## src/rtl/game_tick_scheduler.sv

```systemverilog
// Shared timing controller for the PONG game logic: one prescaler feeding base,
// paddle and ball clock-enable strobes, plus round sequencing and ball speed-up.
module game_tick_scheduler #(
    parameter int INPUT_CLOCK  = 25000000,
    parameter int BASE_TICK    = 1000,
    parameter int PADDLE_MS    = 10,
    parameter int BALL_MS_MAX  = 20,
    parameter int BALL_MS_MIN  = 5,
    parameter int SPEEDUP_HITS = 4,
    parameter int SERVE_MS     = 500
) (
    input  logic                               i_clk,
    input  logic                               i_rst,
    input  logic                               i_run,
    input  logic                               i_serve,
    input  logic                               i_hit,
    output logic                               o_base_tick,
    output logic                               o_paddle_en,
    output logic                               o_ball_en,
    output logic [$clog2(BALL_MS_MAX+1)-1:0]   o_ball_period,
    output logic [1:0]                         o_state
);

    localparam int PRESCALE = INPUT_CLOCK / BASE_TICK;
    localparam int BW  = $clog2(BALL_MS_MAX + 1);
    localparam int PW  = (PRESCALE > 1)     ? $clog2(PRESCALE)     : 1;
    localparam int PDW = (PADDLE_MS > 1)    ? $clog2(PADDLE_MS)    : 1;
    localparam int HDW = (SERVE_MS > 1)     ? $clog2(SERVE_MS)     : 1;
    localparam int SW  = (SPEEDUP_HITS > 1) ? $clog2(SPEEDUP_HITS) : 1;

    localparam logic [PW-1:0]  PRE_LAST    = PW'(PRESCALE - 1);
    localparam logic [PDW-1:0] PADDLE_LAST = PDW'(PADDLE_MS - 1);
    localparam logic [HDW-1:0] HOLD_LAST   = HDW'(SERVE_MS - 1);
    localparam logic [SW-1:0]  HIT_LAST    = SW'(SPEEDUP_HITS - 1);
    localparam logic [BW-1:0]  PERIOD_MAX  = BW'(BALL_MS_MAX);
    localparam logic [BW-1:0]  PERIOD_MIN  = BW'(BALL_MS_MIN);

    typedef enum logic [1:0] {
        ST_STOPPED = 2'd0,
        ST_HOLD    = 2'd1,
        ST_RUNNING = 2'd2
    } state_t;

    state_t          r_state;
    state_t          w_state_nxt;
    logic [PW-1:0]   r_pre;
    logic [PDW-1:0]  r_paddle_cnt;
    logic [HDW-1:0]  r_hold_cnt;
    logic [BW-1:0]   r_ball_cnt;
    logic [BW-1:0]   r_ball_period;
    logic [SW-1:0]   r_hit_cnt;
    logic            r_base_tick;
    logic            r_paddle_en;
    logic            r_ball_en;

    logic w_active;
    logic w_tick;
    logic w_serve;
    logic w_run_live;
    logic w_hold_done;
    logic w_paddle_wrap;
    logic w_ball_wrap;
    logic w_hit_take;

    // A dropped i_run suppresses strobes on the very edge it is sampled.
    assign w_active      = i_run && (r_state != ST_STOPPED);
    assign w_tick        = w_active && (r_pre == PRE_LAST);
    assign w_serve       = w_active && i_serve;
    assign w_run_live    = i_run && !i_serve && (r_state == ST_RUNNING);
    assign w_hold_done   = i_run && !i_serve && (r_state == ST_HOLD) && w_tick
                           && (r_hold_cnt == HOLD_LAST);
    assign w_paddle_wrap = w_tick && (r_paddle_cnt == PADDLE_LAST);
    // Compare against the live period so a shrink mid-count never overshoots.
    assign w_ball_wrap   = w_run_live && w_tick
                           && ((r_ball_cnt + BW'(1)) >= r_ball_period);
    assign w_hit_take    = w_run_live && i_hit;

    // NOTE: default assignment first keeps this purely combinational (no latch).
    always_comb begin
        w_state_nxt = r_state;
        if (!i_run) begin
            w_state_nxt = ST_STOPPED;
        end else begin
            case (r_state)
                ST_STOPPED: w_state_nxt = ST_HOLD;
                ST_HOLD:    if (i_serve)          w_state_nxt = ST_HOLD;
                            else if (w_hold_done) w_state_nxt = ST_RUNNING;
                ST_RUNNING: if (i_serve)          w_state_nxt = ST_HOLD;
                default:    w_state_nxt = ST_STOPPED;
            endcase
        end
    end

    // NOTE: non-blocking assignments for all registered state.
    always_ff @(posedge i_clk) begin
        if (i_rst) r_state <= ST_STOPPED;
        else       r_state <= w_state_nxt;
    end

    always_ff @(posedge i_clk) begin
        if (i_rst) begin
            r_pre         <= '0;
            r_paddle_cnt  <= '0;
            r_hold_cnt    <= '0;
            r_ball_cnt    <= '0;
            r_hit_cnt     <= '0;
            r_ball_period <= PERIOD_MAX;
            r_base_tick   <= 1'b0;
            r_paddle_en   <= 1'b0;
            r_ball_en     <= 1'b0;
        end else begin
            r_base_tick <= w_tick;
            r_paddle_en <= w_paddle_wrap;
            r_ball_en   <= w_ball_wrap;

            if (!w_active || (r_pre == PRE_LAST)) r_pre <= '0;
            else                                  r_pre <= r_pre + PW'(1);

            if (!w_active)     r_paddle_cnt <= '0;
            else if (w_tick)   r_paddle_cnt <= w_paddle_wrap ? '0 : r_paddle_cnt + PDW'(1);

            if (!w_active || w_serve || (r_state != ST_HOLD)) r_hold_cnt <= '0;
            else if (w_tick) r_hold_cnt <= w_hold_done ? '0 : r_hold_cnt + HDW'(1);

            if (!w_run_live)   r_ball_cnt <= '0;
            else if (w_tick)   r_ball_cnt <= w_ball_wrap ? '0 : r_ball_cnt + BW'(1);

            if (w_serve) begin
                r_ball_period <= PERIOD_MAX;
                r_hit_cnt     <= '0;
            end else if (w_hit_take) begin
                if (r_hit_cnt == HIT_LAST) begin
                    r_hit_cnt <= '0;
                    if (r_ball_period > PERIOD_MIN) r_ball_period <= r_ball_period - BW'(1);
                end else begin
                    r_hit_cnt <= r_hit_cnt + SW'(1);
                end
            end
        end
    end

    assign o_base_tick   = r_base_tick;
    assign o_paddle_en   = r_paddle_en;
    assign o_ball_en     = r_ball_en;
    assign o_ball_period = r_ball_period;
    assign o_state       = r_state;

endmodule

```

## config.mk

```make
export PLATFORM = sky130hd
export DESIGN_NAME = game_tick_scheduler
export DESIGN_NICKNAME = d
export VERILOG_FILES = /design/src/rtl/game_tick_scheduler.sv
export SDC_FILE = /design/constraint.sdc
export NUM_CORES = 1
export LEC_CHECK = 0
export BUFFER_PORTS_ARGS = -buffer_cell sky130_fd_sc_hd__buf_2
export CORE_MARGIN = 8
export CORE_UTILIZATION = 50
export CTS_CLUSTER_SIZE = 40
export DETAILED_ROUTE_END_ITERATION = 10
export PLACE_DENSITY = 0.8
export SYNTH_ARGS = -nofsm -noshare
export SYNTH_HDL_FRONTEND = slang
export SYNTH_SLANG_ARGS = --single-unit
```

## constraint.sdc

```tcl
create_clock -name i_clk -period 2.98 [get_ports i_clk]
set_clock_uncertainty 0.1 [all_clocks]
set_input_delay 0 -clock i_clk [delete_from_list [all_inputs] [get_ports i_clk]]
set_output_delay 0 -clock i_clk [all_outputs]
set_load 0.1 [all_outputs]
```

==> impl_metrics.yaml <==
timing:
  timing.slew.headroom_pct: 59.5
  finalHoldViolations: 0
  layout_min_cycle_time_ps: 2370
  final.setup.tns_ps: 0
  worst_pin_slew_ps: 602
  fin_crit_sh_pct: 79.7
  rsz0062_at_grt: "false"
  drv_slew: 0
  timing.fmax_mhz: 421
  finalSetupViolCount: 0
floorplanning:
  io_pins: 15
  fp.dieH_um: 85.7
  row_count: 25
  design.die.area_mm2: 0.00734
  core_mm2: 0.00469
  floorplan.initialDensity_pct: 51.8
  die-width_um: 85.7
routing:
  wirelength_um: 5040
  drtAntennaViolNets: 0
  vias: 2097
  avgRoutedWirePerCell_um: 14.3
  first_pass_iters: 4
  drc_errors: 0
  viasPerCell: 5.96
  drt-initial-drc-count: 111
synthesis:
  ys_ff_latch: 45
  syn_inst: 282
  synth_ff_type: "dfxtp_1"
  yosysWarnings: 0
  synth_cell_type_count: 55
  synth_edf_count: 0
  synth_area_mm2: 0.00243
  synth_nets: 300
  avgSynthCellArea_um2: 8.61
  seq_area_frac_synth_pct: 37.1
  async_flop_share_pct: 0
pwr:
  swShare_pct: 21.0
  total_power_mw: 1.09
  p_leak_nw: 0.959
  power_frac_clock_pct: 42.0
  ir_worst_vdd_v: 0.000249
  p_sw_mw: 0.230
  p_int_mw: 0.863
  comb_power_share_pct: 2.8
  pwr-share-seq_pct: 55.2
  power_density_mw_per_mm2: 410
setup_path:
  end_kind: "register"
  rrSetupSlack_ps: 610
  cp.arrival_ps: 2440
  cp-start-kind: "register"
  criticalPathCategory: "reg2reg"
  max_stage_delay_ps: 360
  cpMaxStageDelayCell: "dfxtp_1"
  crit_chain: "ha_1, nor2b_1, or2_2, ha_1, o211ai_1, o21a_1, o211ai_1, o22ai_1"
  crit_required_ps: 3040
  crit_fanout: 5
finish:
  nets: 315
  final_common_cell: "dfxtp_1"
  finalNonFillerCells: 352
  drive_above_1_share_pct: 10.4
  area_growth_pct: 9.63
  final_cell_mix: "45 x dfxtp_1, 29 x nand2_1, 24 x nor2_1"
  fillers: 425
  stdcell_area_mm2: 0.00266
  antennaDiodeCount: 0
cts:
  clk_latency_ps: 300
  clk_pin_slew_worst_paths_ps: 80
  cts_setup_buffers: 0
  cts_sinks: 45
  numCtsBuffers: 5
  cts_root_buf: "clkbuf_8"
  post_cts_resize_count: 0
  cts.path.max_buffers: 2
  cts_tree: "built"
  htree_levels: 2
global_route:
  grt_max_degree: 20
  overflow: 0
  antenna_found_initial: 0
  grt_pass1_vias: 1956
  grt_util_all_layers_pct: 14.1
  grt_pass1_wl_um: 8530
placed_design:
  post_dp_cell_area_mm2: 0.00253
  dp_cells: 342
  port_buffers: 14
  place.gp.congestion: 0.874
  hpwlAfterDp_um: 3520
worst_hold_path:
  hp-class: "in2reg"
status:
  outcome: "finished clean"
job:
  drv_cap: 0
-- Yosys cell counts (all sizes together), types with 6 or more instances --
master | n | area, µm²
dfxtp | 45 | 901
nand2 | 29 | 109
nor2 | 24 | 90.1
nand3 | 14 | 70.1
ha | 13 | 163
nand4 | 13 | 103
o21ai | 13 | 65.1
inv | 11 | 41.3
xnor2 | 8 | 70.1
a211oi | 7 | 52.6
a21oi | 7 | 35.0
nor3 | 7 | 35.0
xor2 | 7 | 61.3
clkbuf | 6 | 22.5
o22ai | 6 | 37.5
-- worst max-delay path: cells and delay by family, from the launching register on --
family                     cells  cell delay [ps]
AOI/OAI and AO/OA              4              840
adders and majority gates      2              520
DFF                            1              360
and+or+nand+nor                2              410
-- final timing paths --
kind	start	end	cells after the start
max	r_ball_cnt[0]	r_ball_cnt[1]	8
max reg2reg	r_ball_cnt[0]	r_ball_cnt[1]	8
min	i_hit	r_hit_cnt[0]	4
min reg2reg	r_pre[0]	r_pre[0]	1
-- logic make-up after synthesis --
| kind of cell | synth area share (%) |
|---|---|
| simple gates | 29.9 |
| compound gates | 15.8 |
| flops | 37.1 |
| buf+inv | 3.45 |
| xor+xnor | 5.41 |
| fa+ha+maj | 6.70 |
| mux | 1.65 |
-- layout make-up --
cell class                      instances  area (µm²)  area share [%]
Sequential cell                        45         901            33.8
Timing Repair Buffer                   17        97.6            3.67
Clock buffer                            6        72.6            2.73
Multi-Input combinational cell        217        1440            54.2
Tap cell                               54        67.6            2.54
Clock inverter                          2        38.8            1.46
Inverter                               11        41.3            1.55
-- what timing repair did --
action / 4_1_cts / 5_1_grt
hold buffers: 2 / 0
endpoints found under the setup margin: 0 / 0
endpoints found under the hold margin: 4 / 0
-- sequential cells by signal, indices dropped and copies added, names as in the netlist --
register / cells
o_ball_period: 5
r_hold_cnt: 9
o_base_tick: 1
o_paddle_en: 1
r_pre: 15
r_paddle_cnt: 4
o_ball_en: 1
r_ball_cnt: 5
o_state: 2
r_hit_cnt: 2
-- layer usage --
| layer | GRT usage (%) | routed length (µm) | share of wire (%) | up-vias |
|---|---|---|---|---|
| met2 | 23.3 | 2340 | 46 | 37 |
| met5 | 0 | 0 | 0 | - |
| li1 | - | - | - | 1079 |
| met3 | 3.44 | 191 | 3.8 | 4 |
| met1 | 16.7 | 2440 | 48 | 977 |
| met4 | 6.69 | 73 | 1.4 | 0 |
-- power by group through the flow --
| stage | combinational [mW] | sequential, mW | clock (mW) |
|---|---|---|---|
| 3_5_place_dp | 0.0282 | 0.618 | 0 |
| 3_3_place_gp | 0.0285 | 0.618 | 0 |
| 6_report | 0.0304 | 0.604 | 0.459 |
| 4_1_cts | 0.0304 | 0.604 | 0.471 |
| 5_1_grt | 0.0333 | 0.604 | 0.488 |
| 2_1_floorplan | 0.0135 | 0.623 | 0 |
-- stage by stage --
stage	setup slack [ps]	utilization, %	hold WS (ps)
finish	606	56.7	68.0
global route	497	56.7	108
CTS	588	56.7	57.5
detailed placement	671	53.9	125
global placement	743	53.9	134
floorplan	545	-	-21.8
No activity file was read; power rests on OpenSTA's default activity.
